===== config.mk =====
export PLATFORM = sky130hd
export DESIGN_NAME = crc32
export DESIGN_NICKNAME = d
export VERILOG_FILES = /design/src/rtl/eth_pkg.sv /design/src/rtl/crc32.sv
export SDC_FILE = /design/constraint.sdc
export NUM_CORES = 1
export LEC_CHECK = 0
export ABC_AREA = 0
export CORE_MARGIN = 2
export CORE_UTILIZATION = 37
export DETAILED_ROUTE_END_ITERATION = 7
export PLACE_DENSITY = 0.86
export SLEW_MARGIN = 40
export SYNTH_ARGS = -nofsm -noshare
export SYNTH_HDL_FRONTEND = slang
export SYNTH_SLANG_ARGS = --single-unit

===== constraint.sdc =====
create_clock -name vclk -period 1.9
set_input_delay 0.285 -clock vclk [all_inputs]
set_output_delay 0.285 -clock vclk [all_outputs]
set_load 0.01 [all_outputs]

===== src/rtl/eth_pkg.sv =====
// Shared Ethernet constants and the bit-serial CRC32 byte update.
// Latency: n/a (package).
// Backpressure: n/a (package).
package eth_pkg;

    localparam logic [31:0] CRC_INIT    = 32'hFFFF_FFFF;
    localparam logic [31:0] CRC_RESIDUE = 32'hC704_DD7B;
    localparam logic [31:0] ETH_POLY    = 32'h04C1_1DB7;
    localparam int          FCS_BYTES   = 4;

    // MSB-first state; byte bits enter LSB first, matching wire order.
    function automatic logic [31:0] crc32_byte(input logic [31:0] crc, input logic [7:0] data);
        logic [31:0] c;
        c = crc;
        for (int i = 0; i < 8; i++) begin
            if (c[31] ^ data[i]) begin
                c = {c[30:0], 1'b0} ^ ETH_POLY;
            end else begin
                c = {c[30:0], 1'b0};
            end
        end
        return c;
    endfunction

endpackage


===== src/rtl/crc32.sv =====
// CRC32 single-byte update of the running Ethernet CRC state.
// Latency: combinational.
// Backpressure: none; caller decides when to commit the next state.
module crc32
    import eth_pkg::*;
(
    input  logic [31:0] i_crc_state,
    input  logic [7:0]  i_data,
    output logic [31:0] o_crc_state
);

    assign o_crc_state = crc32_byte(i_crc_state, i_data);

endmodule


Word-level counts from Yosys, hierarchy flattened

Cells that the tools add are included.

Register bits: 0
Bits of input ports: 40
Logic and storage cells: 24

Mux-type cells: 8
Bitwise gates (word level): 16

Operator list:

| operator           | number |
|---|---|
| 27-bit two-way mux | 8 |
| 14-bit inverter    | 8 |
| 1-bit bitwise XOR  | 8 |

Longest topological paths before layout

Gate-level depths: netlist (run 1).

Word-level depth: 16
Gate-level depth with buffers: 3
Gate-level depth less buffers: 3

Least setup slack after synthesis (run 1)

Ideal clock, no wire load.

Path type: input -> output
Start point: in i_data[0]
End point: out o_crc_state[6]
Arrival: 1.477 ns
Data required time: 1.615 ns
Slack: 0.138 ns
Stages on the path: 3
Buffers on the path: 0
Cell sequence: xnor2_4 -> xnor3_2 -> xor3_1

Longest elaborated chain between the ends: 5

Ends and longest elaborated chain:

| what                            | RTL line      | source |
|---|---|---|
| from (decl)                     | crc32.sv:8    | `input logic [7:0] i_data,` |
| 1-bit bitwise XOR               | eth_pkg.sv:16 | `if (c[31] ^ data[i]) begin` |
| 27-bit two-way mux              | eth_pkg.sv:16 |  |
| 1-bit bitwise XOR               | eth_pkg.sv:16 |  |
| 27-bit two-way mux (2 in a row) | eth_pkg.sv:16 |  |
| to (decl)                       | crc32.sv:9    | `output logic [31:0] o_crc_state` |

Every way passes these cells.

Worst setup path in the final report (run 1)

Start point: in i_data[1]
End point: out o_crc_state[28]

Longest elaborated chain between the ends: 8

Ends and longest elaborated chain:

| what                              | RTL line |
|---|---|
| 1-bit bitwise XOR *               | eth_pkg.sv:16 |
| 27-bit two-way mux *              | eth_pkg.sv:16 |
| 14-bit inverter (no source line)  | -- |
| 27-bit two-way mux * (3 in a row) | eth_pkg.sv:16 |
| 14-bit inverter (no source line)  | -- |
| 27-bit two-way mux *              | eth_pkg.sv:16 |

Mark *: on every way between the ends. The rest lies on a longest branch, timed or not.

==> results of run 1 <==
synth_stat cells:
master	number	area share (%)
sky130_fd_sc_hd__xnor3_1	7	16
sky130_fd_sc_hd__xor3_1	8	19
sky130_fd_sc_hd__xor2_1	7	6.2
sky130_fd_sc_hd__xor3_2	1	2.5
sky130_fd_sc_hd__xnor2_2	3	4.9
sky130_fd_sc_hd__xnor3_2	2	4.8
sky130_fd_sc_hd__xnor2_4	8	22
sky130_fd_sc_hd__inv_1	1	0.38
sky130_fd_sc_hd__xnor2_1	25	22
sky130_fd_sc_hd__xor2_2	1	1.6
final timing paths:
| path | from | slack (ns) | endpoint |
|---|---|---|---|
| setup / recovery | i_data[1] | -0.06 | o_crc_state[28] |
| hold / removal | i_crc_state[10] | 1.24 | o_crc_state[18] |
power by group:
group          internal [mW]  switching [mW]
logic                   1.07           0.816
registers                  0               0
clock network              0               0
per-stage QoR:
stage | setup slack (ns) | total power [mW] | area [um^2]
after detailed placement | -0.794 | 1.67 | 1980
after floorplan | 0.138 | 0.784 | 990
after global routing | -0.0844 | 1.95 | 2360
final | -0.0646 | 1.89 | 2360
after CTS | -0.0227 | 1.63 | 2200
after global placement | -0.753 | 1.63 | 1980
routing by layer:
metal / GRT usage [%] / vias up / wire length, um
met5: 0 / - / 0
met2: 56.6 / 85 / 2830
met1: 28.2 / 520 / 1830
met4: 6.27 / 0 / 526
li1: - / 473 / -
met3: 3.72 / 40 / 325
worst min-delay path: stages:
cell and delay, ns:
sky130_fd_sc_hd__clkdlybuf4s50_1 0.47, sky130_fd_sc_hd__xor2_1 0.08, sky130_fd_sc_hd__clkbuf_2 0.13
what timing repair did:
| item | in CTS | in global routing |
|---|---|---|
| setup endpoints to repair | 32 | 22 |
| pin swaps | 21 | 16 |
| gates cloned | 0 | 0 |
| setup buffers | 26 | 8 |
| resized for setup | 176 | 39 |
logic make-up (layout without fill, tap and decap cells):
logic type  after synthesis  count (layout)  share of synthesized area, %
xor+xnor                 62              62                          99.6
buf+inv                   1             133                         0.379
area by class of cell:
cell class | instances | area share [%]
repair buffers | 132 | 49.2
multi-input cells | 62 | 49.0
well taps | 30 | 1.59
inverters | 1 | 0.159
==> run_results.csv, run 1 <==
group,metric,value,unit
run_status,outcome,"complete, but fails checks",
run_status,violations_in_the_final_reports,"setup timing",
routing,dr.pass1.iters,4,
timing,min_period_over_period,103,%
routing,route.detailed.drc,0,
setup_path,critical_path.slowest_cell,"sky130_fd_sc_hd__dlygate4sd2_1",
global_routing,largest_net_degree_at_the_start_of_global_routing,6,
yosys,synthDistinctLibCells,10,
timing,totalNegativeSetupSlack,-0.353,ns
routing,drt_iter0_drc,43,
global_routing,grt_antenna_before_repair,0,
floorplan,die_height,55.7,um
floorplan,start_util,39.6,%
yosys,synthesis.nets,103,
final_layout,share_of_layout_cells_above_drive_strength_1,62.6,%
floorplan,dieWidth,55.7,um
timing,maxSlewHeadroom,80.7,%
final_layout,layout.filler_cells,62,
setup_path,cp.depth,7,
setup_path,worst_ep_arrival_time,1.68,ns
placed_design,placed_cells_incl_taps,191,
placed_design,dp.final_hpwl,2580,um
final_layout,multi_input_area,0.00116,mm^2
global_routing,grt_pass1_vias,1190,
placed_design,gpl.final_weighted_congestion,0.691,
timing,rsz0062_at_grt,"yes",
floorplan,design.die.area,0.00310,mm^2
setup_path,timing.critical_path.required,1.62,ns
routing,via_per_inst,4.97,
floorplan,core,0.00250,mm^2
setup_path,worst-path-buf-inv,4,
final_layout,final_core_util,94.3,%
global_routing,grt_use_total,27.4,%
timing,timing.fmax,509,MHz
setup_path,crit_type,"input pin to output port",
setup_path,critPathCaptureType,"output port",
yosys,post_synth_instance_area,990,um^2
pwr,ir_worst_vdd,0.687,mV
setup_path,startpoint_type,"input pin",
setup_path,category_of_cells_accounting_for_the_largest_share_of_critical_path_delay,"buffers and inverters",
pwr,power_density,801,mW/mm^2
timing,layout_min_cycle_time,1.96,ns
final_layout,flow.area_growth_from_synthesis,138,%
routing,drt_wl_total,5510,um
job,cap_viol_max_count,0,
yosys,yosysWarningCount,0,
final_layout,final_net_count,237,
clocking,quantity_of_hold_fixing_buffers_added_after_cts,0,
timing,slew_viol_final,0,
routing,detail-route-antenna-nets,0,
timing,timing_hold_violations_final,0,
final_layout,clock_buffer_count,0,
global_routing,globalRouteOverflowTotal,0,
final_layout,final_cell_mix,"sky130_fd_sc_hd__buf_4 (38), sky130_fd_sc_hd__buf_6 (26), sky130_fd_sc_hd__clkdlybuf4s50_1 (24)",
placed_design,io_buffers,72,
worst_hold_path,min_path_type,"input pin to output port",
yosys,postSynthAreaPerCell,15.7,um^2
global_routing,first_pass_grt_wire_length,6420,um
worst_hold_path,min_path_cells,3,
timing,setup_slack,-0.0646,ns
timing,timing.hold.ws,1.24,ns
final_layout,design.seq.count,0,
timing,worst_pin_slew,0.287,ns
final_layout,num_antenna_cells,0,
final_layout,layout.cells.most_common,"sky130_fd_sc_hd__buf_4",
setup_path,critical-path-top-cell-by-count,"sky130_fd_sc_hd__xnor2_1",
final_layout,layoutNonFillerInstCount,225,
setup_path,crit_path_max_fanout,3,
floorplan,io_pins,72,
routing,num_vias,1118,
floorplan,num_rows,18,
setup_path,crit_path_cell_trace,"buf_2 > xnor2_4 > buf_6 > buf_4 > xnor2_1 > xnor2_1 > dlygate4sd2_1",
yosys,synthesis.instances,63,
timing,final-setup-viol-count,11,
pwr,leakage,1.17,nW
routing,wl_per_cell,24.5,um
setup_path,cp_slowest_stage_delay,0.36,ns
final_layout,area.sequential,0,um^2
yosys,part_of_the_yosys_area_used_for_sequential_elements,0,%
Note: power is estimated with default switching activity, not from simulation.
==> run 2: changes to the inputs <==
--- a/config.mk
+++ b/config.mk
@@ -9,7 +9,7 @@
 export CORE_MARGIN = 2
 export CORE_UTILIZATION = 37
 export DETAILED_ROUTE_END_ITERATION = 7
-export PLACE_DENSITY = 0.86
+export PLACE_DENSITY = 0.9
 export SLEW_MARGIN = 40
 export SYNTH_ARGS = -nofsm -noshare
 export SYNTH_HDL_FRONTEND = slang
==> run_results.csv, run 2 <==
group,metric,value,unit
placed_design,dp.final_hpwl,2420,um
global_routing,grt_antenna_before_repair,0,
placed_design,gpl.final_weighted_congestion,0.735,
timing,globalroute.repair_timing.worst_endpoint,"o_crc_state[13]",
yosys,yosysWarningCount,0,
floorplan,start_util,39.6,%
yosys,synth_commonest_cells,"sky130_fd_sc_hd__xnor2_1 (25), sky130_fd_sc_hd__xnor2_4 (8), sky130_fd_sc_hd__xor3_1 (8), sky130_fd_sc_hd__xnor3_1 (7), sky130_fd_sc_hd__xor2_1 (7)",
yosys,yosys.area.top_type,"sky130_fd_sc_hd__xnor2_4",
yosys,netlist.area_leader.share,22.3,%
yosys,synthesis.nets,103,
run_status,stop_stage,"5_1_grt",
clocking,quantity_of_hold_fixing_buffers_added_after_cts,0,
floorplan,dieWidth,55.7,um
global_routing,largest_net_degree_at_the_start_of_global_routing,6,
floorplan,die_height,55.7,um
floorplan,num_rows,18,
yosys,synthesis.instances,63,
yosys,yosys.cell_count.top_type,"sky130_fd_sc_hd__xnor2_1",
floorplan,io_pins,72,
run_status,outcome,"stopped before the end",
yosys,part_of_the_yosys_area_used_for_sequential_elements,0,%
yosys,yosys-top-cells-area,"sky130_fd_sc_hd__xnor2_4 (22%), sky130_fd_sc_hd__xnor2_1 (22%), sky130_fd_sc_hd__xor3_1 (19%)",
placed_design,io_buffers,72,
yosys,postSynthAreaPerCell,15.7,um^2
timing,worst_path_end_type,"output port",
yosys,synthDistinctLibCells,10,
yosys,post_synth_instance_area,990,um^2
run_status,error_line,"[ERROR DPL-0033] detailed placement checks failed during check placement.",
==> run 2: cell counts after synthesis <==
No cell type changed its count.
==> run 2: through the flow <==
step           instances  instance area, um^2  setup TNS [ns]  hold slack, ns  setup WS [ns]
4_1_cts              214                 2180         -0.0863            1.24        -0.0863
3_5_place_dp         190                 1950          -19.50            1.57         -0.796
2_1_floorplan         63                  990               0           0.650          0.138
3_3_place_gp         190                 1950          -18.34            1.57         -0.747
==> run 2: cell families after synthesis <==
family,Yosys count,share of synthesized area (%)
XOR/XNOR,62,99.6
buffers and inverters,1,0.379
==> run 2: what timing repair did <==
item                       CTS
setup endpoints to repair   32
gates resized for setup    184
pin swaps                   25
cloned                       0
buffers inserted            26
==> run 3: changes to the inputs <==
--- a/config.mk
+++ b/config.mk
@@ -7,9 +7,9 @@
 export LEC_CHECK = 0
 export ABC_AREA = 0
 export CORE_MARGIN = 2
-export CORE_UTILIZATION = 37
+export CORE_UTILIZATION = 25
 export DETAILED_ROUTE_END_ITERATION = 7
-export PLACE_DENSITY = 0.9
+export PLACE_DENSITY_LB_ADDON = 0.15
 export SLEW_MARGIN = 40
 export SYNTH_ARGS = -nofsm -noshare
 export SYNTH_HDL_FRONTEND = slang
==> run_results.csv, run 3 (synthesis results as in run 1) <==
group,metric,value,unit
final_layout,clock_buffer_count,0,
placed_design,dp.final_hpwl,2190,um
timing,slew_viol_final,0,
final_layout,layoutNonFillerInstCount,233,
routing,wl_per_cell,12.7,um
final_layout,num_antenna_cells,0,
final_layout,layout.filler_cells,337,
global_routing,first_pass_grt_wire_length,4720,um
pwr,power_density,729,mW/mm^2
routing,via_per_inst,3.95,
routing,drt_wl_total,2970,um
pwr,sw_frac_of_total,38.3,%
timing,worst_pin_slew,0.310,ns
global_routing,grt_pass1_vias,998,
floorplan,dieWidth,66.9,um
setup_path,startpoint_type,"input pin",
run_status,outcome,"finished clean",
timing,timing_hold_violations_final,0,
routing,drt_iter0_drc,12,
pwr,power.combinational.fraction,100.0,%
final_layout,area.sequential,0,um^2
pwr,power_switching,619,uW
global_routing,grt_antenna_before_repair,0,
floorplan,die_height,66.9,um
placed_design,preCtsSetupSlack,-0.793,ns
setup_path,crit_path_max_fanout,3,
floorplan,core,0.00374,mm^2
routing,route.detailed.drc,0,
timing,totalNegativeSetupSlack,0,ns
setup_path,critPathCaptureType,"output port",
placed_design,gpl.final_weighted_congestion,0.662,
pwr,ir_worst_vdd,0.410,mV
job,cap_viol_max_count,0,
final_layout,layout.cells.most_common,"sky130_fd_sc_hd__buf_4",
setup_path,worst_ep_arrival_time,1.60,ns
pwr,power.clock.fraction,0,%
floorplan,design.die.area,0.00448,mm^2
pwr,power_frac_seq,0,%
timing,timing.fmax,532,MHz
global_routing,largest_net_degree_at_the_start_of_global_routing,8,
timing,rsz0062_at_grt,"yes",
pwr,power,1.62,mW
timing,layout_min_cycle_time,1.88,ns
final_layout,multi_input_area,0.00108,mm^2
setup_path,timing.critical_path.required,1.62,ns
global_routing,grt_use_total,13.6,%
final_layout,final_net_count,227,
timing,maxSlewHeadroom,79.3,%
pwr,leakage,1.10,nW
pwr,cell_internal_pwr,998,uW
worst_hold_path,min_from,"i_crc_state[17]",
final_layout,design.seq.count,0,
floorplan,io_pins,72,
routing,num_vias,921,
timing,setup_slack,0.0196,ns
floorplan,num_rows,22,
placed_design,dpl_cell_area,0.00198,mm^2
timing,min_period_over_period,99.0,%
final_layout,flow.area_growth_from_synthesis,124,%
setup_path,cp-startpoint,"i_data[0]",
routing,detail-route-antenna-nets,0,
final_layout,final_cell_mix,"sky130_fd_sc_hd__buf_4 (29), sky130_fd_sc_hd__clkdlybuf4s50_1 (28), sky130_fd_sc_hd__buf_2 (25), sky130_fd_sc_hd__buf_6 (25), sky130_fd_sc_hd__xnor2_1 (20)",
placed_design,io_buffers,72,
floorplan,start_util,26.4,%
final_layout,share_of_layout_cells_above_drive_strength_1,58.4,%
placed_design,placed_cells_incl_taps,208,
routing,dr.pass1.iters,4,
final_layout,final_design_area_no_fill,0.00222,mm^2
final_layout,final_core_util,59.2,%
global_routing,globalRouteOverflowTotal,0,
timing,timing.hold.ws,1.22,ns
setup_path,crit_type,"input pin to output port",
timing,final-setup-viol-count,0,
worst_hold_path,min_path_type,"input pin to output port",
## run 3: worst max-delay path, cell delays in order
cell	delay (ns)
sky130_fd_sc_hd__buf_8	0.10
sky130_fd_sc_hd__xnor2_4	0.16
sky130_fd_sc_hd__buf_6	0.12
sky130_fd_sc_hd__buf_6	0.08
sky130_fd_sc_hd__xnor3_2	0.44
sky130_fd_sc_hd__buf_6	0.14
sky130_fd_sc_hd__xor2_1	0.13
sky130_fd_sc_hd__buf_2	0.14
## run 3: what timing repair did
| item | CTS | global route |
|---|---|---|
| hold buffers | 0 | 0 |
| setup endpoints to repair | 32 | 23 |
| pin swaps | 20 | 16 |
| gates resized for setup | 165 | 33 |
| buffers inserted | 21 | 7 |
## run 3: path summary, 6_finish.rpt
kind / endpoint / slack, ns / cells past startpoint
max: o_crc_state[24] / 0.02 / 8
min: o_crc_state[25] / 1.22 / 3
## run 3: metal layers
layer	wire length, um	global-route usage, %	vias to the layer above
met5	0	0	-
met3	201	1.52	0
met1	1110	16.8	434
met4	0	0	0
li1	-	-	449
met2	1650	26.6	38
## run 3: area by class of cell
class / count / area share (%)
Multi-Input combinational cell: 62 / 48.9
Timing Repair Buffer: 122 / 48.3
Tap cell: 48 / 2.71
Inverter: 1 / 0.169
## run 3: power by group through the flow
stage / Combinational [mW] / Clock [mW] / Sequential, mW
2_1_floorplan: 0.784 / 0 / 0
3_3_place_gp: 1.62 / 0 / 0
3_5_place_dp: 1.63 / 0 / 0
4_1_cts: 1.59 / 0 / 0
5_1_grt: 1.74 / 0 / 0
6_report: 1.62 / 0 / 0
